$ cat src/rtl/mips32_mem_arbiter_pkg.sv
// Shared types and defaults for the mips32 shared-memory arbiter.
// FSM state encoding, transaction owner encoding and default bus widths.
package mips32_mem_pkg;

  localparam int DW_DEF = 32;
  localparam int AW_DEF = 10;

  typedef enum logic [1:0] {
    IDLE = 2'd0,
    CMD  = 2'd1,
    RSP  = 2'd2
  } state_e;

  typedef enum logic {
    OWN_IF = 1'b0,
    OWN_D  = 1'b1
  } owner_e;

endpackage

$ cat src/rtl/mips32_mem_arbiter_if.sv
// Bus bundle between the IF/MEM stages, the arbiter and the memory array.
// The slave modport is the arbiter's view; master is the surrounding pipeline/memory.
interface mips32_mem_arbiter_if
  import mips32_mem_pkg::*;
#(
  parameter int DW = DW_DEF,
  parameter int AW = AW_DEF
);

  logic          if_req;
  logic [AW-1:0] if_addr;
  logic          if_flush;
  logic          if_ack;
  logic [DW-1:0] if_rdata;

  logic          d_req;
  logic          d_we;
  logic [AW-1:0] d_addr;
  logic [DW-1:0] d_wdata;
  logic          d_ack;
  logic [DW-1:0] d_rdata;

  logic          mem_en;
  logic          mem_we;
  logic [AW-1:0] mem_addr;
  logic [DW-1:0] mem_wdata;
  logic [DW-1:0] mem_rdata;

  modport slave (
    input  if_req, if_addr, if_flush, d_req, d_we, d_addr, d_wdata, mem_rdata,
    output if_ack, if_rdata, d_ack, d_rdata, mem_en, mem_we, mem_addr, mem_wdata
  );

  modport master (
    output if_req, if_addr, if_flush, d_req, d_we, d_addr, d_wdata, mem_rdata,
    input  if_ack, if_rdata, d_ack, d_rdata, mem_en, mem_we, mem_addr, mem_wdata
  );

endinterface

$ cat src/rtl/mips32_mem_arbiter_starve.sv
// Fairness logic: counts data grants taken while a fetch waits and forces
// the fetch through once the count reaches STARVE_MAX.
module mem_arb_starve #(
  parameter int STARVE_MAX = 4
) (
  input  logic clk,
  input  logic rst_n,
  input  logic if_req,
  input  logic if_live,
  input  logic d_live,
  input  logic grant,
  output logic pick_if
);

  localparam logic [3:0] CNT_MAX = 4'(STARVE_MAX);

  logic [3:0] cnt_q, cnt_d;

  assign pick_if = if_live && (!d_live || (cnt_q == CNT_MAX));

  always_comb begin
    cnt_d = cnt_q;
    if (!if_req) begin
      cnt_d = '0;
    end else if (grant) begin
      if (pick_if) begin
        cnt_d = '0;
      end else if (if_live && (cnt_q != CNT_MAX)) begin
        cnt_d = cnt_q + 4'd1;
      end
    end
  end

  always_ff @(posedge clk or negedge rst_n) begin
    if (!rst_n) begin
      cnt_q <= '0;
    end else begin
      cnt_q <= cnt_d;
    end
  end

endmodule

$ cat src/rtl/mips32_mem_arbiter.sv
// Serialises fetch and data accesses onto one single-port synchronous memory:
// IDLE arbitrates, CMD strobes the memory, RSP captures read data; ack follows in IDLE.
module mips32_mem_arbiter
  import mips32_mem_pkg::*;
#(
  parameter int DW         = DW_DEF,
  parameter int AW         = AW_DEF,
  parameter int STARVE_MAX = 4
) (
  input  logic                 clk,
  input  logic                 rst_n,
  mips32_mem_arbiter_if.slave  bus
);

  state_e        state_q, state_d;
  owner_e        owner_q, owner_d;
  logic          store_q, store_d;
  logic          drop_q, drop_d;
  logic          mem_en_q, mem_en_d;
  logic          mem_we_q, mem_we_d;
  logic [AW-1:0] mem_addr_q, mem_addr_d;
  logic [DW-1:0] mem_wdata_q, mem_wdata_d;
  logic          if_ack_q, if_ack_d;
  logic          d_ack_q, d_ack_d;
  logic [DW-1:0] if_rdata_q, if_rdata_d;
  logic [DW-1:0] d_rdata_q, d_rdata_d;

  logic if_live, d_live, grant, pick_if, drop_now;

  // A port being acked this cycle must not re-win with the request it just completed.
  assign if_live  = bus.if_req && !if_ack_q && !bus.if_flush;
  assign d_live   = bus.d_req && !d_ack_q;
  assign grant    = (state_q == IDLE) && (if_live || d_live);
  assign drop_now = drop_q || (bus.if_flush && (owner_q == OWN_IF) && (state_q != IDLE));

  mem_arb_starve #(.STARVE_MAX(STARVE_MAX)) u_starve (
    .clk     (clk),
    .rst_n   (rst_n),
    .if_req  (bus.if_req),
    .if_live (if_live),
    .d_live  (d_live),
    .grant   (grant),
    .pick_if (pick_if)
  );

  always_comb begin
    state_d     = state_q;
    owner_d     = owner_q;
    store_d     = store_q;
    drop_d      = drop_q;
    mem_en_d    = 1'b0;
    mem_we_d    = 1'b0;
    mem_addr_d  = mem_addr_q;
    mem_wdata_d = mem_wdata_q;
    if_ack_d    = 1'b0;
    d_ack_d     = 1'b0;
    if_rdata_d  = if_rdata_q;
    d_rdata_d   = d_rdata_q;
    unique case (state_q)
      IDLE: begin
        if (grant) begin
          state_d  = CMD;
          mem_en_d = 1'b1;
          drop_d   = 1'b0;
          if (pick_if) begin
            owner_d    = OWN_IF;
            store_d    = 1'b0;
            mem_addr_d = bus.if_addr;
          end else begin
            owner_d     = OWN_D;
            store_d     = bus.d_we;
            mem_we_d    = bus.d_we;
            mem_addr_d  = bus.d_addr;
            mem_wdata_d = bus.d_wdata;
          end
        end
      end
      CMD: begin
        state_d = RSP;
        drop_d  = drop_now;
      end
      RSP: begin
        state_d = IDLE;
        drop_d  = 1'b0;
        if (owner_q == OWN_IF) begin
          if (!drop_now) begin
            if_rdata_d = bus.mem_rdata;
            if_ack_d   = 1'b1;
          end
        end else begin
          d_ack_d = 1'b1;
          if (!store_q) d_rdata_d = bus.mem_rdata;
        end
      end
      default: state_d = IDLE;
    endcase
  end

  always_ff @(posedge clk or negedge rst_n) begin
    if (!rst_n) begin
      state_q     <= IDLE;
      owner_q     <= OWN_IF;
      store_q     <= 1'b0;
      drop_q      <= 1'b0;
      mem_en_q    <= 1'b0;
      mem_we_q    <= 1'b0;
      mem_addr_q  <= '0;
      mem_wdata_q <= '0;
      if_ack_q    <= 1'b0;
      d_ack_q     <= 1'b0;
      if_rdata_q  <= '0;
      d_rdata_q   <= '0;
    end else begin
      state_q     <= state_d;
      owner_q     <= owner_d;
      store_q     <= store_d;
      drop_q      <= drop_d;
      mem_en_q    <= mem_en_d;
      mem_we_q    <= mem_we_d;
      mem_addr_q  <= mem_addr_d;
      mem_wdata_q <= mem_wdata_d;
      if_ack_q    <= if_ack_d;
      d_ack_q     <= d_ack_d;
      if_rdata_q  <= if_rdata_d;
      d_rdata_q   <= d_rdata_d;
    end
  end

  assign bus.mem_en    = mem_en_q;
  assign bus.mem_we    = mem_we_q;
  assign bus.mem_addr  = mem_addr_q;
  assign bus.mem_wdata = mem_wdata_q;
  assign bus.if_ack    = if_ack_q;
  assign bus.d_ack     = d_ack_q;
  assign bus.if_rdata  = if_rdata_q;
  assign bus.d_rdata   = d_rdata_q;

endmodule

$ cat src/flat_wrapper.sv
// flat-port wrapper written by rule: the top's interface ports become plain ports
module mips32_mem_arbiter_flat import mips32_mem_pkg::*;
#(
  parameter int DW         = DW_DEF,
  parameter int AW         = AW_DEF,
  parameter int STARVE_MAX = 4
)
  (clk, rst_n, bus_if_req, bus_if_addr, bus_if_flush, bus_d_req, bus_d_we, bus_d_addr, bus_d_wdata, bus_mem_rdata, bus_if_ack, bus_if_rdata, bus_d_ack, bus_d_rdata, bus_mem_en, bus_mem_we, bus_mem_addr, bus_mem_wdata);
  mips32_mem_arbiter_if #(.DW(DW), .AW(AW)) bus_i ();
  input  logic clk;
  input  logic rst_n;
  input wire logic [$bits(bus_i.if_req)-1:0] bus_if_req;
  input wire logic [$bits(bus_i.if_addr)-1:0] bus_if_addr;
  input wire logic [$bits(bus_i.if_flush)-1:0] bus_if_flush;
  input wire logic [$bits(bus_i.d_req)-1:0] bus_d_req;
  input wire logic [$bits(bus_i.d_we)-1:0] bus_d_we;
  input wire logic [$bits(bus_i.d_addr)-1:0] bus_d_addr;
  input wire logic [$bits(bus_i.d_wdata)-1:0] bus_d_wdata;
  input wire logic [$bits(bus_i.mem_rdata)-1:0] bus_mem_rdata;
  output wire logic [$bits(bus_i.if_ack)-1:0] bus_if_ack;
  output wire logic [$bits(bus_i.if_rdata)-1:0] bus_if_rdata;
  output wire logic [$bits(bus_i.d_ack)-1:0] bus_d_ack;
  output wire logic [$bits(bus_i.d_rdata)-1:0] bus_d_rdata;
  output wire logic [$bits(bus_i.mem_en)-1:0] bus_mem_en;
  output wire logic [$bits(bus_i.mem_we)-1:0] bus_mem_we;
  output wire logic [$bits(bus_i.mem_addr)-1:0] bus_mem_addr;
  output wire logic [$bits(bus_i.mem_wdata)-1:0] bus_mem_wdata;
  assign bus_i.if_req = bus_if_req;
  assign bus_i.if_addr = bus_if_addr;
  assign bus_i.if_flush = bus_if_flush;
  assign bus_i.d_req = bus_d_req;
  assign bus_i.d_we = bus_d_we;
  assign bus_i.d_addr = bus_d_addr;
  assign bus_i.d_wdata = bus_d_wdata;
  assign bus_i.mem_rdata = bus_mem_rdata;
  assign bus_if_ack = bus_i.if_ack;
  assign bus_if_rdata = bus_i.if_rdata;
  assign bus_d_ack = bus_i.d_ack;
  assign bus_d_rdata = bus_i.d_rdata;
  assign bus_mem_en = bus_i.mem_en;
  assign bus_mem_we = bus_i.mem_we;
  assign bus_mem_addr = bus_i.mem_addr;
  assign bus_mem_wdata = bus_i.mem_wdata;
  mips32_mem_arbiter #(.DW(DW), .AW(AW), .STARVE_MAX(STARVE_MAX)) u_core (.clk(clk), .rst_n(rst_n), .bus(bus_i));
endmodule
$ cat config.mk
export PLATFORM = sky130hd
export DESIGN_NAME = mips32_mem_arbiter_flat
export DESIGN_NICKNAME = d
export VERILOG_FILES = /design/src/rtl/mips32_mem_arbiter_pkg.sv /design/src/rtl/mips32_mem_arbiter_if.sv /design/src/rtl/mips32_mem_arbiter_starve.sv /design/src/rtl/mips32_mem_arbiter.sv /design/src/flat_wrapper.sv
export SDC_FILE = /design/constraint.sdc
export NUM_CORES = 1
export LEC_CHECK = 0
export ABC_CLOCK_PERIOD_IN_PS = 3430
export CORE_MARGIN = 4
export CORE_UTILIZATION = 46
export DETAILED_ROUTE_END_ITERATION = 7
export GPL_TIMING_DRIVEN = 0
export PLACE_DENSITY_LB_ADDON = 0.12
export SLEW_MARGIN = 0
export SYNTH_ARGS = -nofsm -noshare
export SYNTH_HDL_FRONTEND = slang
export SYNTH_SLANG_ARGS = --single-unit
$ cat constraint.sdc
create_clock -name clk -period 3.43 [get_ports clk]
set_input_delay 0.343 -clock clk [delete_from_list [all_inputs] [get_ports clk]]
set_output_delay 0.343 -clock clk [all_outputs]
set_load 0.005 [all_outputs]
Word level (Yosys, flattened, before mapping)

Cells that the tools add are included.

Bits in registers: 119
Output and inout bits: 110

Add/sub/neg operators: 1
Equal/unequal tests: 7
Muxes and demuxes: 20
Bitwise gates (word level): 4
Reductions and logical operators: 24

Operators with widths:

| kind                | count |
|---|---|
| $mux 4              | 4 |
| $mux 1              | 12 |
| $mux 10             | 1 |
| $reduce_and 3->1    | 3 |
| $logic_and 1x1->1   | 8 |
| $reduce_and 2->1    | 3 |
| $add 4x1->4 const B | 1 |
| $eq 4x3->1 const B  | 1 |
| $logic_not 1->1     | 4 |
| $ne 2x1->1 const B  | 2 |
| $ne 4x3->1 const B  | 1 |
| $not 1->1           | 4 |
| $pmux 2 s2          | 1 |
| $logic_or 1x1->1    | 3 |
| $ne 3x1->1 const B  | 1 |
| $pmux 1 s3          | 1 |
| $reduce_bool 3->1   | 1 |
| $eq 2x1->1 const B  | 1 |
| $eq 2x2->1 const B  | 1 |
| $logic_not 2->1     | 1 |
| $mux 2              | 1 |
| $reduce_bool 2->1   | 1 |

Logic depth before layout (Yosys ltp)

Gate-level depths: netlist of the first run.

Depth in word-level cells: 8
Mapped depth: 7
Mapped depth without buffers: 6

Modules after synthesis

A second synthesis of the first run with hierarchy kept.

Cell total of the unflattened synthesis: 296
Area total of the unflattened synthesis: 4,688.2 um2

Modules (own cells, without submodules):

| module             | times used | cells each | area each (um2) | sequential area each (um2) |
|---|---|---|---|---|
| mips32_mem_arbiter | 1          | 266        | 4,423.0         | 2,877.8 |
| mem_arb_starve     | 1          | 30         | 265.3           | 100.1 |

Least setup slack after synthesis of the first run

No wires, ideal clock.

Kind: register to register
From: register u_core.u_starve.cnt_q[0]
To: register u_core.mem_wdata_q[10], in the netlist u_core.bus.mem_wdata[10]
Library setup time: 0.125 ns
Data arrival time: 1.500 ns
Path slack: 1.805 ns
Cell stages (with the launch flop): 8
Path buffers: 1
Path through: dfrtp_1 > inv_1 > ha_1 > and3b_1 > nand2_1 > nand3_2 > buf_6 > mux2_2

Word-level cells in the longest chain between the ends: 5

RTL lines:

| item                              | RTL line                        | text |
|---|---|---|
| start: declaration                | mips32_mem_arbiter_starve.sv:17 | `logic [3:0] cnt_q, cnt_d;` |
| start signal: assignment          | mips32_mem_arbiter_starve.sv:38 | `cnt_q <= cnt_d;` |
| $eq 4x3->1                        | mips32_mem_arbiter_starve.sv:19 | `assign pick_if = if_live && (!d_live \|\| (cnt_q == CNT_MAX));` |
| $logic_or 1x1->1                  | mips32_mem_arbiter_starve.sv:19 |  |
| $logic_and 1x1->1                 | mips32_mem_arbiter_starve.sv:19 |  |
| $not 1->1 (no source line)        | -                               |  |
| $reduce_and 3->1 (no source line) | -                               |  |
| end signal: assignment            | mips32_mem_arbiter.sv:121       | `mem_wdata_q <= mem_wdata_d;` |
| end: declaration                  | mips32_mem_arbiter.sv:22        | `logic [DW-1:0] mem_wdata_q, mem_wdata_d;` |

No other way between the ends.
A chain may end at the register's enable or synchronous reset.

Final worst setup path of the first run

From: register u_core.u_starve.cnt_q[0]
To: register u_core.mem_wdata_q[21], in the netlist u_core.bus.mem_wdata[21]

The elaborated chain is that of the path after synthesis.

==> results of run 1 <==
==> layer usage <==
metal  GRT usage [%]  wire (um)
met1            23.0       4450
met2            38.4       6810
met3            10.0        985
met4            7.12        148
met5               0          0
==> state kept, by name, summed over array words and instances (netlist names), 2 cells and up <==
register and cells:
u_core.state_q 2, u_core.bus.mem_addr 10, u_core.bus.mem_wdata 32, u_core.bus.d_rdata 32
u_core.u_starve.cnt_q 4, u_core.bus.if_rdata 32
==> cell usage in the layout, fill, tap and decap left out, types with 6 or more instances in the layout <==
master,netlist,layout
clkbuf_16,0,16
clkdlybuf4s50_1,0,198
bufinv_16,0,6
nor2_1,14,14
a21oi_1,11,11
buf_6,6,7
mux2_4,10,10
dfrtp_1,119,119
mux2i_1,10,10
mux2_2,84,84
==> power groups by stage <==
stage	Clock (mW)	Combinational (mW)	Sequential, mW
5_1_grt	2.09	2.93	2.54
2_1_floorplan	0	0.989	2.49
4_1_cts	2.01	2.78	2.46
3_5_place_dp	0	2.74	2.46
6_report	1.97	2.72	2.46
3_3_place_gp	0	2.69	2.42
==> area by class of cell <==
| type | count | area, um^2 |
|---|---|---|
| Buffer | 12 | 110 |
| Clock buffer | 22 | 463 |
| Timing Repair Buffer | 201 | 2030 |
| Clock inverter | 9 | 195 |
| Fill cell | 617 | 2310 |
| Multi-Input combinational cell | 170 | 1640 |
| Inverter | 5 | 18.8 |
| Tap cell | 133 | 166 |
| Sequential cell | 119 | 2980 |
==> synthesized netlist by cell type, types with 2 or more instances <==
cell type / n / share of area [%]
mux2_4: 10 / 3.2
nor2_1: 14 / 1.1
mux2_2: 84 / 20
buf_6: 6 / 1.4
inv_1: 5 / 0.40
nor2b_1: 2 / 0.26
dfrtp_1: 119 / 63
buf_4: 5 / 0.79
nand3_1: 3 / 0.32
a21oi_1: 11 / 1.2
mux2i_1: 10 / 2.1
mux2_1: 2 / 0.47
nand4b_1: 2 / 0.37
nand2_1: 5 / 0.40
o21ai_0: 4 / 0.42
a21boi_0: 4 / 0.63
ha_1: 2 / 0.53
==> timing repair <==
| item | CTS | global route |
|---|---|---|
| hold endpoints to repair | 47 | 0 |
| hold buffers | 1 | 0 |
| setup endpoints to repair | 0 | 0 |
==> worst max-delay path by stage <==
stage / endpoint / cells past startpoint / startpoint / slack (ns)
2_1_floorplan: u_core.bus.mem_wdata[10] / 7 / u_core.u_starve.cnt_q[0] / 1.81
3_3_place_gp: u_core.bus.mem_wdata[23] / 1 / rst_n / -2.52
3_5_place_dp: u_core.bus.mem_wdata[14] / 6 / bus_if_req / 1.18
4_1_cts: u_core.bus.mem_wdata[21] / 7 / u_core.u_starve.cnt_q[0] / 1.56
5_1_grt: u_core.bus.mem_wdata[21] / 7 / u_core.u_starve.cnt_q[0] / 1.48
6_report: u_core.bus.mem_wdata[21] / 7 / u_core.u_starve.cnt_q[0] / 1.56
==> cells by family after synthesis <==
kind of cell    synth area share (%)
compound gates                  2.93
fa+ha+maj                      0.527
buf+inv                         2.72
flops                           62.8
mux                             25.7
simple gates                    5.36
==> worst max-delay path: cells and delay by family, from the launching register on <==
family,cells,cell delay [ns]
buf+inv,2,0.33
flops,1,0.39
simple gates,3,0.54
fa+ha+maj,1,0.20
mux,1,0.28
==> metrics by stage <==
step / hold slack, ns / instances / TNS, ns
final: 0.323 / 671 / 0
after global routing: 0.335 / 671 / 0
after CTS: 0.314 / 671 / 0
after detailed placement: 0.302 / 639 / 0
after global placement: 0.470 / 638 / -298.41
after floorplan: 0.0474 / 306 / 0
==> run metrics, run 1 <==
Max Freq=534 MHz; layout cells sized above 1=27.1%; GRT Total Usage=21.8%; largest net degree at the start of global routing=73; Clock Skew=0.00354 ns; CTS tree=built; DR vias/cell=4.85; post-cts repair resize count=0; clock latency on the worst-skew pair=0.52 ns; post-layout minimum cycle time=1.87 ns; Sw Share=25.8%; RSZ-0062 raised after global routing=no; CTS buffer count=17; post-route design area=0.00760 mm^2; Routed Antenna Nets=0; total chip power=7.15 mW; mapped cell area=0.00474 mm^2; Initial Util=47.9%; Die Y=110 um; Crit. End Element=flip-flop; last weighted congestion value of the routability-driven placer=0.804; CTS H-Tree Depth=4; Worst Hold Class=input port to asynchronous set/reset pin; I/O Buffers=199; Slowest-stage cell, CP=dfrtp_1; dpl ws=1.18 ns; Worst Tran Pin Value=0.591 ns; Worst Setup Slack, final=1.56 ns; Net Count, Synth=398; Final nets=618; DRT iter0 DRCs=91; TritonCTS Sinks=119; worst reg-to-reg path cell count=7; CTS root buffer=clkbuf_8; Synth Register Bits=119; biggest cell delay along the critical path=0.39 ns; R2R Setup Slk=1.56 ns; Int Power=5.30 mW; number of flops mapped to enable cells by yosys=0; Die Wd=110 um; leakage power total=3.27 nW; CTS Buffer Depth=2; Worst-path clk slew=0.05 ns; synthesized instance count=306; wire length per cell=18.5 um; Comb pwr share=38.0%; Area after DPL=0.00693 mm^2; register area share after synthesis=62.8%; Avg Synthesized Cell Area=15.5 um^2; worst r2r src=u_core.u_starve.cnt_q[0]; Residual DRC=0; initial antenna violation count=0; critical path type=flip-flop to flip-flop; number of global-route vias before repair=3618; row cnt=36; P_sw=1.84 mW; WP data arrival=2.27 ns; die area=0.0120 mm^2; core area=0.00991 mm^2; final hold vios=0; first-pass GRT wire length=19.3 mm; CP required=3.83 ns; Via Count=3253; synthesis-to-finish area growth=60.2%; Worst setup SP type=flip-flop; I/O pin total=200; Yosys Warn Count=0; Critical R2R Capture=u_core.bus.mem_wdata[21]; post-detail-place hpwl=8.84 mm; ys flop type=dfrtp_1; CP max FO=10; post-CTS setup buffers=0; critical path, cell by cell=inv_1 > ha_1 > and3b_1 > nand2_1 > nand3_2 > buf_6 > mux2_2; PD cells=940 mW/mm^2; Tcrit/Tclk final=54.6%; async set-reset flop share out of synthesis=100%; Slew Viols, Final=0; status=completed; Netlist cell types=35; Max-cap violations=0; GRT Residual Overflow=0; final WL=12.4 mm; Core Util, Final=76.7%; Setup-failing EPs final=0; Max VDD drop=0.603 mV; Ant. Diodes=0; Pre-antenna DRT Iters=4; Rel. slew slack=60.3%; Clock Power Share=27.6%; Flop pwr share=34.4%
No activity file was read; power rests on OpenSTA's default activity.
==> run 2: changes to the inputs <==
--- a/config.mk
+++ b/config.mk
@@ -5,9 +5,9 @@
 export SDC_FILE = /design/constraint.sdc
 export NUM_CORES = 1
 export LEC_CHECK = 0
-export ABC_CLOCK_PERIOD_IN_PS = 3430
+export ABC_CLOCK_PERIOD_IN_PS = 1600
 export CORE_MARGIN = 4
-export CORE_UTILIZATION = 46
+export CORE_UTILIZATION = 38
 export DETAILED_ROUTE_END_ITERATION = 7
 export GPL_TIMING_DRIVEN = 0
 export PLACE_DENSITY_LB_ADDON = 0.12
==> constraint.sdc (replaced) <==
create_clock -name clk -period 1.6 [get_ports clk]
set_input_delay 0.16 -clock clk [delete_from_list [all_inputs] [get_ports clk]]
set_output_delay 0.16 -clock clk [all_outputs]
set_load 0.005 [all_outputs]
==> run 2 against run 1 <==
Compared with the run above: the flow now finishes with violations (setup timing); hold slack got worse by 0.13 ns; clock power grew 85%; core utilization is 11 points lower; die area up 19%; combinational power up 140%; wire length grew 4.5%; cell count up 8.6%; clock skew rose by 0.0022 ns; via count up 4.1%; clock-buffer cell count up 1; register-to-register slack got worse by 1.7 ns; first-iteration DRC count rose by 54%; critical endpoint is now u_core.bus.mem_wdata[22]; largest power group unchanged.
==> run metrics, run 2 (same netlist as run 1, synthesis figures left out) <==
Max Freq=574 MHz; first-pass GRT wire length=20.5 mm; Layout fillers=964; DRT iter0 DRCs=140; hold slack=0.188 ns; biggest cell delay along the critical path=0.36 ns; Max VDD drop=1.08 mV; Worst Setup Slack, final=-0.143 ns; met3 Use GR=6.97%; Crit. End Element=flip-flop; grt met1 use=19.9%; initial antenna violation count=0; GRT Residual Overflow=0; Rel. slew slack=69.4%; GRT Total Usage=18.5%; final hold vios=0; status=finished, violations left; Die Y=120 um; Clock Skew=0.00570 ns; most common cell after layout, fill and taps aside=clkdlybuf4s50_1; WP data arrival=2.03 ns; Worst setup SP type=flip-flop; clock latency on the worst-skew pair=0.40 ns; Tcrit/Tclk final=109%; Final nets=640; leakage power total=3.43 nW; Residual DRC=0; CTS tree=built; RSZ-0062 raised after global routing=yes; Worst-path clk slew=0.05 ns; Worst Tran Pin Value=0.458 ns; CP required=1.89 ns; Worst Hold Class=input port to asynchronous set/reset pin; Routed Antenna Nets=0; number of global-route vias before repair=3841; Slew Viols, Final=0; Pre-antenna DRT Iters=4; post-detail-place hpwl=8.96 mm; last weighted congestion value of the routability-driven placer=0.811; synthesis-to-finish area growth=68.2%; failing checks=setup timing; final WL=12.9 mm; core area=0.0121 mm^2; worst reg-to-reg path cell count=8; Initial Util=39.2%; Area after DPL=0.00699 mm^2; GRT Max-Usage Layer=met2; Slowest-stage cell, CP=dfrtp_1; post-layout minimum cycle time=1.74 ns; Ant. Diodes=0; total chip power=15.3 mW; CTS buffer count=17; die area=0.0143 mm^2; I/O pin total=200; critical path type=flip-flop to flip-flop; CP max FO=6; most frequent cells in the layout=clkdlybuf4s50_1, dfrtp_1, mux2_2; Core Util, Final=65.9%; Setup-failing EPs final=42; GR met2 Demand/Resource=33.2%; row cnt=40; CTS Buffer Depth=2; Via Count=3386; PD cells=1920 mW/mm^2; I/O Buffers=199; post-route design area=0.00798 mm^2; CTS root buffer=clkbuf_16; TritonCTS Sinks=119; DR vias/cell=4.64; largest net degree at the start of global routing=92; critical path, cell by cell=inv_2 > ha_4 > and3b_2 > nand2_2 > nand3_4 > buf_12 > buf_16 > mux2_4; dpl ws=-0.484 ns; Max-cap violations=0; layout cells sized above 1=32.4%; Die Wd=120 um; CTS H-Tree Depth=4; wire length per cell=17.8 um
## run 2: cell count changes in the layout (fill, tap and decap cells not counted), sizes merged
cell	before	now
buf	14	35
clkinv	3	5
clkinvlp	0	2
bufinv	6	2
clkbuf	22	24
## run 2: worst max-delay path: cells and delay by family (launching register included)
| kind | cells | cell delay, ns |
|---|---|---|
| flip-flops | 1 | 0.36 |
| multiplexers | 1 | 0.29 |
| AND/OR/NAND/NOR | 3 | 0.45 |
| buffers and inverters | 3 | 0.37 |
| adder cells (fa/ha/maj) | 1 | 0.15 |
## run 2: per-layer routing
layer | vias to the layer above | wire [um]
li1 | 1571 | -
met1 | 1712 | 4750
met2 | 92 | 7200
met3 | 11 | 852
met4 | 0 | 142
met5 | - | 0
## run 2: final timing paths
path | start | end | slack (ns)
worst max-delay path | u_core.u_starve.cnt_q[0] | u_core.bus.mem_wdata[22] | -0.14
worst min-delay path | rst_n | u_core.bus.d_rdata[1] | 0.19
worst max register to register | u_core.u_starve.cnt_q[0] | u_core.bus.mem_wdata[22] | -0.14
worst min register to register | u_core.bus.d_rdata[4] | u_core.bus.d_rdata[4] | 0.49
max in group asynchronous | rst_n | u_core.bus.if_ack | 0.66
min in group clk | bus_d_we | u_core.bus.mem_we | 0.31
## run 2: layout make-up
cell class                      count  area, um^2  area share, %
Clock inverter                      9         100           1.25
Timing Repair Buffer              223        2280           28.6
Buffer                             12         161           2.02
Multi-Input combinational cell    170        1760           22.0
Tap cell                          168         210           2.63
Sequential cell                   119        2980           37.4
Clock buffer                       23         468           5.86
Inverter                            5        18.8          0.235
## run 2: repair_timing
action,CTS,global route
gates resized for setup,31,24
endpoints found under the setup margin,102,111
hold endpoints to repair,28,0
pin swaps,15,11
gates cloned,3,0
setup buffers,14,6
hold buffers,1,0
## run 2: power by group
| part | internal, mW | switching [mW] |
|---|---|---|
| logic | 4.40 | 2.01 |
| registers | 4.47 | 0.778 |
| clock network | 2.36 | 1.28 |
## run 2: metrics by stage
stage,setup TNS [ns],std cells
finish,-3.42,729
global route,-6.86,729
CTS,-2.84,724
detailed placement,-35.93,674
global placement,-544.66,673
floorplan,-0.0655,306
==> variant 1 (settings of run 1) <==
The package constant `DW_DEF` goes from 32 to 48.
--- a/src/rtl/mips32_mem_arbiter_pkg.sv
+++ b/src/rtl/mips32_mem_arbiter_pkg.sv
@@ -3,5 +3,5 @@
 package mips32_mem_pkg;
 
-  localparam int DW_DEF = 32;
+  localparam int DW_DEF = 48;
   localparam int AW_DEF = 10;
 
Ports: changed (5 resized); port bits go from 200 to 280. The function was not compared with the original's and may differ.
==> variant 1 against run 1 <==
Total power up 30%; sequential cell count rose by 48; synthesized area up 36%; design area increased by 34%; routed wire length rose by 34%; setup slack got worse by 0.052 ns; sequential power rose by 40%; worst hold slack improved by 0.15 ns; critical path depth fell by 1.
==> variant 1: results (changes against run 1) <==
[layout]
drive_above_1_share_pct=26.8  ; was 27.1%
final_nets=832  ; was 618

[timing]
fin_crit_ns=1.92  ; was 1.87 ns
fin_skew_ns=0.00986  ; was 0.00354 ns

[synth]
synth-compound-area-share_pct=2.05  ; was 2.93%
synth.distinct_cells=31  ; was 35
synth_common_cells=167 x dfrtp_1, 135 x mux2_2, 14 x nor2_1, 11 x a21oi_1, 10 x mux2i_1  ; was 119 x dfrtp_1, 84 x mux2_2, 14 x nor2_1, 11 x a21oi_1
yosys-top-cells-area=dfrtp_1 65%, mux2_2 24%, mux2_1 1.6%, mux2i_1 1.5%, a21oi_1 0.85%  ; was dfrtp_1 63%, mux2_2 20%, mux2_4 3.2%, mux2i_1 2.1%, buf_6 1.4%
ys_seq_area_share_pct=64.7  ; was 62.8%

[place]
post-place-ws_ns=1.09  ; was 1.18 ns
gp_congestion=0.806  ; was 0.804
dp_hpwl_mm=12.4  ; was 8.84 mm
io_buffer_count=279  ; was 199
placed_cell_area_um2=9510  ; was 6930 µm²

[critical_path]
r2r_cells=5  ; was 7
r2r_end=u_core.bus.if_rdata[32]  ; was u_core.bus.mem_wdata[21]
setup.worst_path.start=bus_if_req  ; was u_core.u_starve.cnt_q[0]
endpoint=u_core.bus.mem_wdata[7]  ; was u_core.bus.mem_wdata[21]

[power_and_ir_drop]
seq_power_share_pct=37.1  ; was 34.4%
peakVddDrop_mv=0.491  ; was 0.603 mV
p_switching_mw=2.47  ; was 1.84 mW
leakagePower_nw=4.34  ; was 3.27 nW
clockPowerShare_pct=22.2  ; was 27.6%

[drt]
drt_iter0_markers=137  ; was 91
wl_met1_mm=5.92  ; was 4.45 mm
route.met2.wl_mm=8.59  ; was 6.81 mm
via_count=4474  ; was 3253

[floorplanning]
coreArea_um2=13800  ; was 9910 µm²

[global_routing]
use_met1_pct=23.7  ; was 23.0%
use_met3_pct=9.39  ; was 10.0%
grt_util_met2_pct=36.5  ; was 38.4%
grt_start_max_net_pins=94  ; was 73

[run_status]
status=complete, no violations  ; unchanged

variant 1: cell count changes after synthesis, moves of 2 or more:
cell	delta
dfrtp_1	+48
buf_6	-2
mux2_2	+51
mux2_4	-10
clkbuf_8	+2
mux2_1	+7
buf_2	+5
variant 1: final cells by class:
type / instances / area (µm²) / share of cell area (%)
flip-flops and latches: 167 / 4180 / 41.1
repair buffers: 281 / 2840 / 27.9
multi-input cells: 218 / 2110 / 20.8
clock buffers: 21 / 480 / 4.72
well taps: 180 / 225 / 2.21
clock inverters: 11 / 170 / 1.67
plain buffers: 18 / 148 / 1.45
inverters: 5 / 18.8 / 0.185
variant 1: stage by stage:
step	hold slack (ns)	cells
2_1_floorplan	0.0474	408
3_3_place_gp	0.468	867
3_5_place_dp	0.347	868
4_1_cts	0.464	901
5_1_grt	0.497	901
6_report	0.469	901
variant 1: worst max-delay path, stage by stage:
cell and delay, ns:
clkdlybuf4s50_1 0.58, nor3b_1 0.41, nand2_1 0.11, nand3_2 0.21, clkbuf_8 0.22, mux2_2 0.34
==> variant 2 (settings of run 1) <==
Made on the original files. Encoding of `state_e`: now one-hot (3 bits for 3 states).
--- a/src/rtl/mips32_mem_arbiter_pkg.sv
+++ b/src/rtl/mips32_mem_arbiter_pkg.sv
@@ -6,8 +6,8 @@
   localparam int AW_DEF = 10;
 
-  typedef enum logic [1:0] {
-    IDLE = 2'd0,
-    CMD  = 2'd1,
-    RSP  = 2'd2
+  typedef enum logic [2:0] {
+    IDLE = 3'b001,
+    CMD  = 3'b010,
+    RSP  = 3'b100
   } state_e;
 
Function: no difference found for any inputs over 4 cycles, from zero or initial values and one cycle with rst_n low; so few cycles prove little.
==> variant 2 against run 1 <==
Critical path depth is 2 lower; sequential cell count grew 1; routed wire length down 0.65%; design area fell by 0.21%; count of clock-buffer cells in the layout is the same; total power is 3.9% lower; synthesized area decreased by 0.11%; setup slack lost 0.29 ns; largest cell class unchanged; highest routed layer unchanged.
==> variant 2: results (changes against run 1) <==
[critical_path]
reg2reg_slack_ns=1.27  ; was 1.56 ns
r2r_cells=5  ; was 7
critPathMaxStageDelay_ns=0.59  ; was 0.39 ns
endpoint=u_core.bus.d_rdata[5]  ; was u_core.bus.mem_wdata[21]
crit_slowest_cell=nor3_1  ; was dfrtp_1
arrival_ns=2.55  ; was 2.27 ns

[timing]
fin_skew_ns=0.0118  ; was 0.00354 ns
finalCritPeriodShare_pct=63.1  ; was 54.6%
worst_pin_slew_ns=0.740  ; was 0.591 ns
fin_hold_ws_ns=0.318  ; was 0.323 ns

[synth]
synthXorXnorAreaFrac_pct=0.185  ; was 0%
synthesis.nets=393  ; was 398
synth_mux_area_share_pct=27.1  ; was 25.7%
ys_seq_area_share_pct=63.4  ; was 62.8%
synth.distinct_cells=32  ; was 35
yosys-top-cells-area=dfrtp_1 63%, mux2_2 16%, mux2_4 8.6%, mux2i_1 2.1%, nor2_1 1.2%  ; was dfrtp_1 63%, mux2_2 20%, mux2_4 3.2%, mux2i_1 2.1%, buf_6 1.4%
avgSynthCellArea_um2=15.7  ; was 15.5 µm²

[power_and_ir_drop]
leakagePower_nw=3.46  ; was 3.27 nW
p_switching_mw=1.76  ; was 1.84 mW

[global_routing]
use_met1_pct=23.1  ; was 23.0%
grt_util_met2_pct=37.2  ; was 38.4%
use_met3_pct=9.40  ; was 10.0%
grt_start_max_net_pins=78  ; was 73

[layout]
drive_above_1_share_pct=28.1  ; was 27.1%
fill_cells=663  ; was 617
final_nets=613  ; was 618

[place]
dp.cells=634  ; was 639
post-place-ws_ns=1.10  ; was 1.18 ns
placed_cell_area_um2=6930  ; about the same
gp_congestion=0.717  ; was 0.804

[run_status]
status=complete, no violations  ; unchanged

[drt]
route.met2.wl_mm=6.41  ; was 6.81 mm
dr_wl_met3_mm=1.13  ; was 985 µm
wl_per_cell_um=18.5  ; about the same
drt_iter0_markers=103  ; was 91
wl_met1_mm=4.60  ; was 4.45 mm
finalWirelength_mm=12.3  ; was 12.4 mm

[variant 2: power by group through the flow]
stage / Clock (mW) / Sequential (mW) / Combinational, mW
floorplan: 0 / 2.43 / 0.967
global placement: 0 / 2.36 / 2.54
detailed placement: 0 / 2.40 / 2.59
CTS: 1.93 / 2.40 / 2.63
global route: 2.01 / 2.48 / 2.77
finish: 1.89 / 2.39 / 2.58
[variant 2: layout make-up]
type | count | area, µm² | area share [%]
sequential | 120 | 3000 | 39.6
multi-input combinational | 161 | 1620 | 21.3
clock inverter | 10 | 164 | 2.16
inverter | 6 | 22.5 | 0.297
tap | 133 | 166 | 2.19
buffer | 14 | 95.1 | 1.25
clock buffer | 22 | 483 | 6.37
timing repair buffer | 201 | 2030 | 26.8
[variant 2: cells by family (layout without fill, tap and decap cells)]
group           after synthesis  in the layout
simple gates                 29             29
flops                       120            120
compound gates               23             23
fa+ha+maj                     2              2
xor+xnor                      1              1
buf+inv                      20            253
mux                         106            106
